**src/rtl/hoop_pkg.sv**
```systemverilog
// Shared types and default timing for the hoop round controller.
// The defaults assume a 50 MHz clock and a 10 ms switch debounce window.
package hoop_pkg;

    typedef enum logic [1:0] {
        IDLE = 2'd0,
        RUN  = 2'd1,
        DONE = 2'd2
    } state_t;

    localparam int TICK_CYCLES_DEF     = 50000000;
    localparam int ROUND_SECS_DEF      = 10;
    localparam int DEBOUNCE_CYCLES_DEF = 500000;

    function automatic logic [7:0] sat_inc8(input logic [7:0] value);
        return (value == 8'hFF) ? value : value + 8'd1;
    endfunction

endpackage

```
**src/rtl/hoop_debounce.sv**
```systemverilog
// Two-flop synchroniser, debounce filter and rising-edge detector for the hoop switch.
// The shot pulse lasts one cycle and appears 2 + DEBOUNCE_CYCLES cycles after a clean rise; there is no backpressure.
module hoop_debounce
    import hoop_pkg::*;
#(
    parameter int DEBOUNCE_CYCLES = DEBOUNCE_CYCLES_DEF
) (
    input  logic clock,
    input  logic reset,
    input  logic hoop_in,
    output logic shot
);

    localparam int CW = $clog2(DEBOUNCE_CYCLES + 1);

    logic          sync1;
    logic          sync2;
    logic          level;
    logic [CW-1:0] count;
    logic          differ;
    logic          accept;

    assign differ = (sync2 != level);
    assign accept = differ && (count == CW'(DEBOUNCE_CYCLES - 1));

    always_ff @(posedge clock) begin
        if (!reset) begin
            sync1 <= 1'b0;
            sync2 <= 1'b0;
            level <= 1'b0;
            count <= '0;
            shot  <= 1'b0;
        end else begin
            sync1 <= hoop_in;
            sync2 <= sync1;
            shot  <= accept && sync2;
            // Any cycle where the input agrees with the filtered level restarts the window.
            if (!differ) begin
                count <= '0;
            end else if (accept) begin
                level <= sync2;
                count <= '0;
            end else begin
                count <= count + CW'(1);
            end
        end
    end

endmodule

```
**src/rtl/hoop_round_ctrl.sv**
```systemverilog
// Timed basketball round: counts debounced shots for ROUND_SECS seconds, then pulses commit with the final score.
// Outputs are registered except running/commit, which decode the state; start is ignored outside IDLE.
module hoop_round_ctrl
    import hoop_pkg::*;
#(
    parameter int TICK_CYCLES     = TICK_CYCLES_DEF,
    parameter int ROUND_SECS      = ROUND_SECS_DEF,
    parameter int DEBOUNCE_CYCLES = DEBOUNCE_CYCLES_DEF
) (
    input  logic       clock,
    input  logic       reset,
    input  logic       start,
    input  logic       hoop_in,
    output logic [7:0] time_left,
    output logic [7:0] score,
    output logic       running,
    output logic       commit,
    output logic [7:0] final_score
);

    localparam int PW = (TICK_CYCLES > 1) ? $clog2(TICK_CYCLES) : 1;

    state_t        state;
    state_t        state_next;
    logic [PW-1:0] prescaler;
    logic          shot;
    logic          wrap;
    logic          last_tick;
    logic [7:0]    score_inc;

    hoop_debounce #(
        .DEBOUNCE_CYCLES(DEBOUNCE_CYCLES)
    ) u_debounce (
        .clock  (clock),
        .reset  (reset),
        .hoop_in(hoop_in),
        .shot   (shot)
    );

    assign wrap      = (prescaler == PW'(TICK_CYCLES - 1));
    assign last_tick = wrap && (time_left == 8'd1);
    assign score_inc = shot ? sat_inc8(score) : score;

    always_ff @(posedge clock) begin
        if (!reset) begin
            state <= IDLE;
        end else begin
            state <= state_next;
        end
    end

    always_comb begin
        state_next = state;
        running    = 1'b0;
        commit     = 1'b0;
        case (state)
            IDLE: begin
                if (start) begin
                    state_next = RUN;
                end
            end
            RUN: begin
                running = 1'b1;
                if (last_tick) begin
                    state_next = DONE;
                end
            end
            DONE: begin
                commit     = 1'b1;
                state_next = IDLE;
            end
            default: begin
                state_next = IDLE;
            end
        endcase
    end

    always_ff @(posedge clock) begin
        if (!reset) begin
            time_left   <= 8'(ROUND_SECS);
            score       <= 8'd0;
            final_score <= 8'd0;
            prescaler   <= '0;
        end else begin
            case (state)
                IDLE: begin
                    if (start) begin
                        time_left <= 8'(ROUND_SECS);
                        score     <= 8'd0;
                        prescaler <= '0;
                    end
                end
                RUN: begin
                    score     <= score_inc;
                    prescaler <= wrap ? '0 : prescaler + PW'(1);
                    if (wrap) begin
                        time_left <= time_left - 8'd1;
                    end
                    // Capture includes a shot landing on the closing tick.
                    if (last_tick) begin
                        final_score <= score_inc;
                    end
                end
                default: begin
                end
            endcase
        end
    end

endmodule

```
**config.mk**
```make
export PLATFORM = sky130hd
export DESIGN_NAME = hoop_round_ctrl
export DESIGN_NICKNAME = d
export VERILOG_FILES = /design/src/rtl/hoop_pkg.sv /design/src/rtl/hoop_debounce.sv /design/src/rtl/hoop_round_ctrl.sv
export SDC_FILE = /design/constraint.sdc
export NUM_CORES = 1
export LEC_CHECK = 0
export ABC_AREA = 1
export CAP_MARGIN = 20
export CORE_MARGIN = 8
export CORE_UTILIZATION = 40
export DETAILED_ROUTE_END_ITERATION = 8
export GPL_ROUTABILITY_DRIVEN = 0
export HOLD_SLACK_MARGIN = 0.12
export SLEW_MARGIN = 20
export SYNTH_ARGS = -nofsm -noshare
export SYNTH_HDL_FRONTEND = slang
export SYNTH_SLANG_ARGS = --single-unit
```
**constraint.sdc**
```tcl
create_clock -name clock -period 2.1 [get_ports clock]
set_input_delay 0.42 -clock clock [delete_from_list [all_inputs] [get_ports clock]]
set_output_delay 0.42 -clock clock [all_outputs]
set_load 0.005 [all_outputs]
```
Word-level counts from Yosys, hierarchy flattened
Cells that the tools add are included.
{"block": "word_totals", "register_bits": 75, "output_inout_bits": 26}
{"block": "op_classes", "add_sub_neg": 4, "n_eq_ne": 10, "mux": 15, "bitwise_logic": 2, "reduce_logical": 11}
{"cell": "2-to-1 mux 26 bit", "count": 2}
{"cell": "one-hot mux 26 bit (2 select lines)", "count": 1}
{"cell": "2-to-1 mux 8 bit", "count": 5}
{"cell": "one-hot mux 8 bit (2 select lines)", "count": 2}
{"cell": "adder 26 x 1 -> 26 bit (second input constant)", "count": 1}
{"cell": "== test 26 bit (second input constant)", "count": 1}
{"cell": "adder 19 x 1 -> 19 bit (second input constant)", "count": 1}
{"cell": "== test 19 bit (second input constant)", "count": 1}
{"cell": "adder 8 x 1 -> 8 bit (second input constant)", "count": 1}
{"cell": "== test 8 x 1 -> 1 bit (second input constant)", "count": 1}
{"cell": "== test 8 bit (second input constant)", "count": 1}
{"cell": "AND reduction 2 bit", "count": 4}
{"cell": "subtractor 8 x 1 -> 8 bit (second input constant)", "count": 1}
{"cell": "!= test 2 bit (second input constant)", "count": 3}
{"cell": "2-to-1 mux 2 bit", "count": 2}
{"cell": "one-hot mux 2 bit (2 select lines)", "count": 1}
{"cell": "logical AND 1 bit", "count": 3}
{"cell": "AND reduction 3 bit", "count": 1}
{"cell": "OR reduction 3 bit", "count": 1}
{"cell": "== test 2 x 1 -> 1 bit (second input constant)", "count": 1}
{"cell": "== test 2 bit (second input constant)", "count": 1}
{"cell": "logical NOT 2 bit", "count": 1}
{"cell": "2-to-1 mux 1 bit", "count": 2}
{"cell": "NOT 1 bit", "count": 2}
{"cell": "2 further kinds", "count": 2}

Logic depth before layout (Yosys ltp)
{"block": "logic_depth", "ltp_word": 4, "ltp_mapped": 11, "ltp_nobuf": 11}

Modules after synthesis
From an unflattened synthesis, not the netlist that was laid out.
{"block": "unflattened", "cells_unflattened": 651, "hier_area_um2": 4221.5}
{"mod": "hoop_round_ctrl", "instances": 1, "cells_per_inst": 496, "area_each_um2": 3135.5, "seq_area_each_um2": 1041.0}
{"mod": "hoop_debounce", "instances": 1, "cells_per_inst": 155, "area_each_um2": 1086.0, "seq_area_each_um2": 460.4}

Least setup slack after synthesis
OpenSTA, ideal clock, no wires.
{"block": "synth_path", "kind": "register to register", "startpoint": "register score[0]", "endpoint": "register final_score[3]", "setup_ps": 112, "arrival_time_ps": 1382, "required_time_ps": 1988, "path_slack_ps": 606, "stages_incl_launch_ff": 10, "n_path_buf": 0, "cell_sequence": "dfxtp_1 -> ha_1 -> nand2_2 -> nor3_1 -> nand2_1 -> a21o_1 -> nand2_1 -> inv_1 -> nand2_1 -> nand2_1"}
{"block": "synth_between", "elab_chain_cells": 3, "word_cells_on_any_way": 4, "classes_between": "add/sub (1); eq/ne (1); mux (2)"}
{"item": "from (decl)", "line": "hoop_round_ctrl.sv:15", "rtl": "output logic [7:0] score,"}
{"item": "from (signal assigned)", "line": "hoop_round_ctrl.sv:94", "rtl": "score <= score_inc;"}
{"item": "adder 8 x 1 -> 8 bit or == test 8 bit (tied branches)", "line": "hoop_pkg.sv:16", "rtl": "return (value == 8'hFF) ? value : value + 8'd1;"}
{"item": "2-to-1 mux 8 bit *", "line": "hoop_pkg.sv:16"}
{"item": "2-to-1 mux 8 bit *", "line": "hoop_round_ctrl.sv:42", "rtl": "assign score_inc = shot ? sat_inc8(score) : score;"}
{"item": "to (signal assigned)", "line": "hoop_round_ctrl.sv:101", "rtl": "final_score <= score_inc;"}
{"item": "to (decl)", "line": "hoop_round_ctrl.sv:18", "rtl": "output logic [7:0] final_score"}
Every way passes the cells marked *; elsewhere a longest branch is shown, timed or not.
A chain may end at the register's enable or synchronous reset.

Worst setup path after layout
{"block": "layout_path", "startpoint": "register prescaler[0]", "endpoint": "register final_score[6]"}
{"block": "layout_between", "elab_chain_cells": 3}
{"item": "from (decl)", "line": "hoop_round_ctrl.sv:25", "rtl": "logic [PW-1:0] prescaler;"}
{"item": "from (signal assigned)", "line": "hoop_round_ctrl.sv:95", "rtl": "prescaler <= wrap ? '0 : prescaler + PW'(1);"}
{"item": "== test 26 bit", "line": "hoop_round_ctrl.sv:40", "rtl": "assign wrap = (prescaler == PW'(TICK_CYCLES - 1));"}
{"item": "logical AND 1 bit", "line": "hoop_round_ctrl.sv:41", "rtl": "assign last_tick = wrap && (time_left == 8'd1);"}
{"item": "AND reduction 2 bit (no line)"}
Every way passes these cells.

==> reports/results.ini <==
[grt]
grt.overflow.total = 0
grt_pass1_vias = 3871
grt_first_pass_wirelength_um = 17700
grtUsageTotal_pct = 14.8
grt_max_degree = 22
antenna_found_initial = 0

[timing]
finalSetupViolations = 0
hold_violations = 0
rsz0062_at_grt = no
period_minus_slack_ps = 1860
whs_ps = 433
fmax_mhz = 539
max_slew.worst_pin.slew_ps = 632
timing.setup.tns_ps = 0
setup_ws_ps = 245
drv_slew = 0
relSlewSlack_pct = 57.8
final.period_utilization_pct = 88.3
finalClockSkew_ps = 13.3

[route]
first_iter_violations = 288
drtPass1Iterations = 4
wl_per_cell_um = 12.3
drt-total-wl_um = 10200
final_antenna_net_count = 0
via_count = 4083
drc = 0
vias_per_cell = 4.90

[setup_path]
critPathMaxFanout = 11
crit_chain = ha_1 > nand2_1 > inv_1 > nand2_1 > nor2_1 > nand4_2 > nor2_2 > nand2_1 > nand2_1
r2r_end = final_score[6]
crit_path_max_incr_delay_ps = 380
endpoint = final_score[6]
critical_path_arrival_ps = 2150
reg2reg_depth = 9
cp.depth = 9
cp_common_cell = nand2_1
r2r_start = prescaler[0]
cp_num_buf_inv = 1
critPathRequiredTime_ps = 2400
critical_path.top_delay_family = simple AND/OR/NAND/NOR gates
end_kind = flop
cp-start-kind = flop
path_class = reg2reg
rrSetupSlack_ps = 240
cp-startpoint = prescaler[0]
cp_slowest_cell = dfxtp_1

[synth]
syn_inst = 661
yosys.area.top_type = dfxtp_1
synth_top_area_share_pct = 35.6
avgSynthCellArea_um2 = 6.38
synth_area_um2 = 4210
synth.distinct_cells = 35
yosysSeqAreaShare_pct = 35.6
yosys_register_bits = 75
yosysWarnings = 0
synth_fp_nets = 670
synth.area.top_cells = dfxtp_1 36%, nand2_1 18%, nor2_1 7.8%

[floorplan]
initial_utilization_pct = 41.0
dieArea_um2 = 14100
coreArea_um2 = 10300
die_h_um = 119
ioPinCount = 30
rows = 37
die_w_um = 119

[clock_network]
path_clk_slew_ps = 90
clockBufferDepth = 2
clk_latency_ps = 350
clock-root-buffer = clkbuf_8
postCtsSetupBuffers = 0
cts_tree = yes
cts_resized = 0
h-tree-depth = 3
cts_sinks = 75
cts_inserted_buffers = 9
cts_hold_buf = 0

[placement]
port_buffers = 29
dp_hpwl_um = 7500
place_ws_ps = 170

[final_layout]
area_growth_pct = 15.0
finalNetCount = 702
drive_gt1_share_pct = 7.59
diodes = 0

[status]
outcome = complete, no violations

[flow_run]
cap_violations = 0

[power]
p_leak_nw = 1.73
p_total_mw = 2.80
ir_drop_mv = 0.360
power.density_nw_per_um2 = 579

[hold_path]
hold_path.class = reg2reg

## synth_stat cells
cell	n
buf_2	9
or2_2	4
nor2_2	8
inv_1	72
a211oi_1	1
a21o_1	1
buf_6	3
nand3_2	3
nand2_1	200
nor4_1	1
nor3_1	17
o211ai_1	1
o21ai_1	1
clkbuf_1	2
nand3b_1	2
nand2_2	4
nor3b_1	1
nand2_4	2
nor3_2	1
xnor2_1	4
nor2_4	4
o21bai_1	2
clkinv_2	1
nand4_1	12
nand4_2	1
a21oi_1	49
nor2_1	88
o21a_1	1
ha_1	5
o21ai_0	9
nand3_1	63
inv_2	2
buf_1	1
dfxtp_1	75
xor2_1	11
## worst min-delay path, cell delays in order, from the launching register on
cell	delay [ps]
dfxtp_1	310
nand2_1	50
inv_1	40
## sequential cells by signal (all words and copies together) (netlist names)
register and flops:
final_score 8, prescaler 26, score 8, state 2
time_left 8, u_debounce.count 19, u_debounce.level 1, u_debounce.shot 1
u_debounce.sync1 1, u_debounce.sync2 1
## area by class of cell
type                    count  area [um2]
clock buffers              10         138
flip-flops and latches     75        1500
well taps                 136         170
clock inverters             6        72.6
inverters                  75         283
fillers                  1110        5430
repair buffers             36         343
multi-input cells         496        2340
## per-stage QoR
stage                     std cells  utilization, %  cell area, um2
after floorplan                 661               -            4210
after CTS                       834            47.2            4850
after global placement          818            45.1            4640
final                           834            47.2            4850
after global routing            834            47.2            4850
after detailed placement        818            45.1            4640
## worst min path at each step
stage	to	slack [ps]	start	cells past startpoint
floorplan	u_debounce.sync2	390	u_debounce.sync1	2
global placement	u_debounce.sync2	400	u_debounce.sync1	2
detailed placement	u_debounce.sync2	420	u_debounce.sync1	2
CTS	u_debounce.sync2	440	u_debounce.sync1	2
global route	u_debounce.sync2	470	u_debounce.sync1	2
finish	u_debounce.sync2	430	u_debounce.sync1	2
## layer usage
metal  wire length, um  track usage [%]  vias to the layer above
li1                  -                -                     2169
met1              5010             18.2                     1836
met2              4660             24.8                       62
met3               392             3.00                       16
met4               168             5.77                        0
met5                 0                0                        -
## logic make-up after synthesis
family | synth area share, %
xor+xnor | 3.12
simple gates | 42.8
compound gates | 8.08
buf+inv | 8.85
flops | 35.6
fa+ha+maj | 1.48
## cells in the final DEF (no fill, tap or decap), types with 3 or more instances in the layout
master             n
clkdlybuf4s50_1   29
nor3_1            17
nand2_2            4
clkbuf_8          10
nor2_4             4
or2_2              4
nand3_2            3
dfxtp_1           75
a21oi_1           49
xor2_1            11
ha_1               5
inv_1             72
clkinvlp_4         3
nor2_1            88
nand2_1          200
o21ai_0            9
nand3_1           63
buf_4              7
xnor2_1            4
nor2_2             8
nand4_1           12
## power by group
group | leakage, nW | internal (mW) | total, mW | switching, mW
Clock | 0.0971 | 0.594 | 1.19 | 0.600
Sequential | 0.605 | 1.43 | 1.44 | 0.00968
Combinational | 1.03 | 0.0513 | 0.170 | 0.119
Total | 1.73 | 2.08 | 2.80 | 0.728
(Power assumes the default switching activity.)
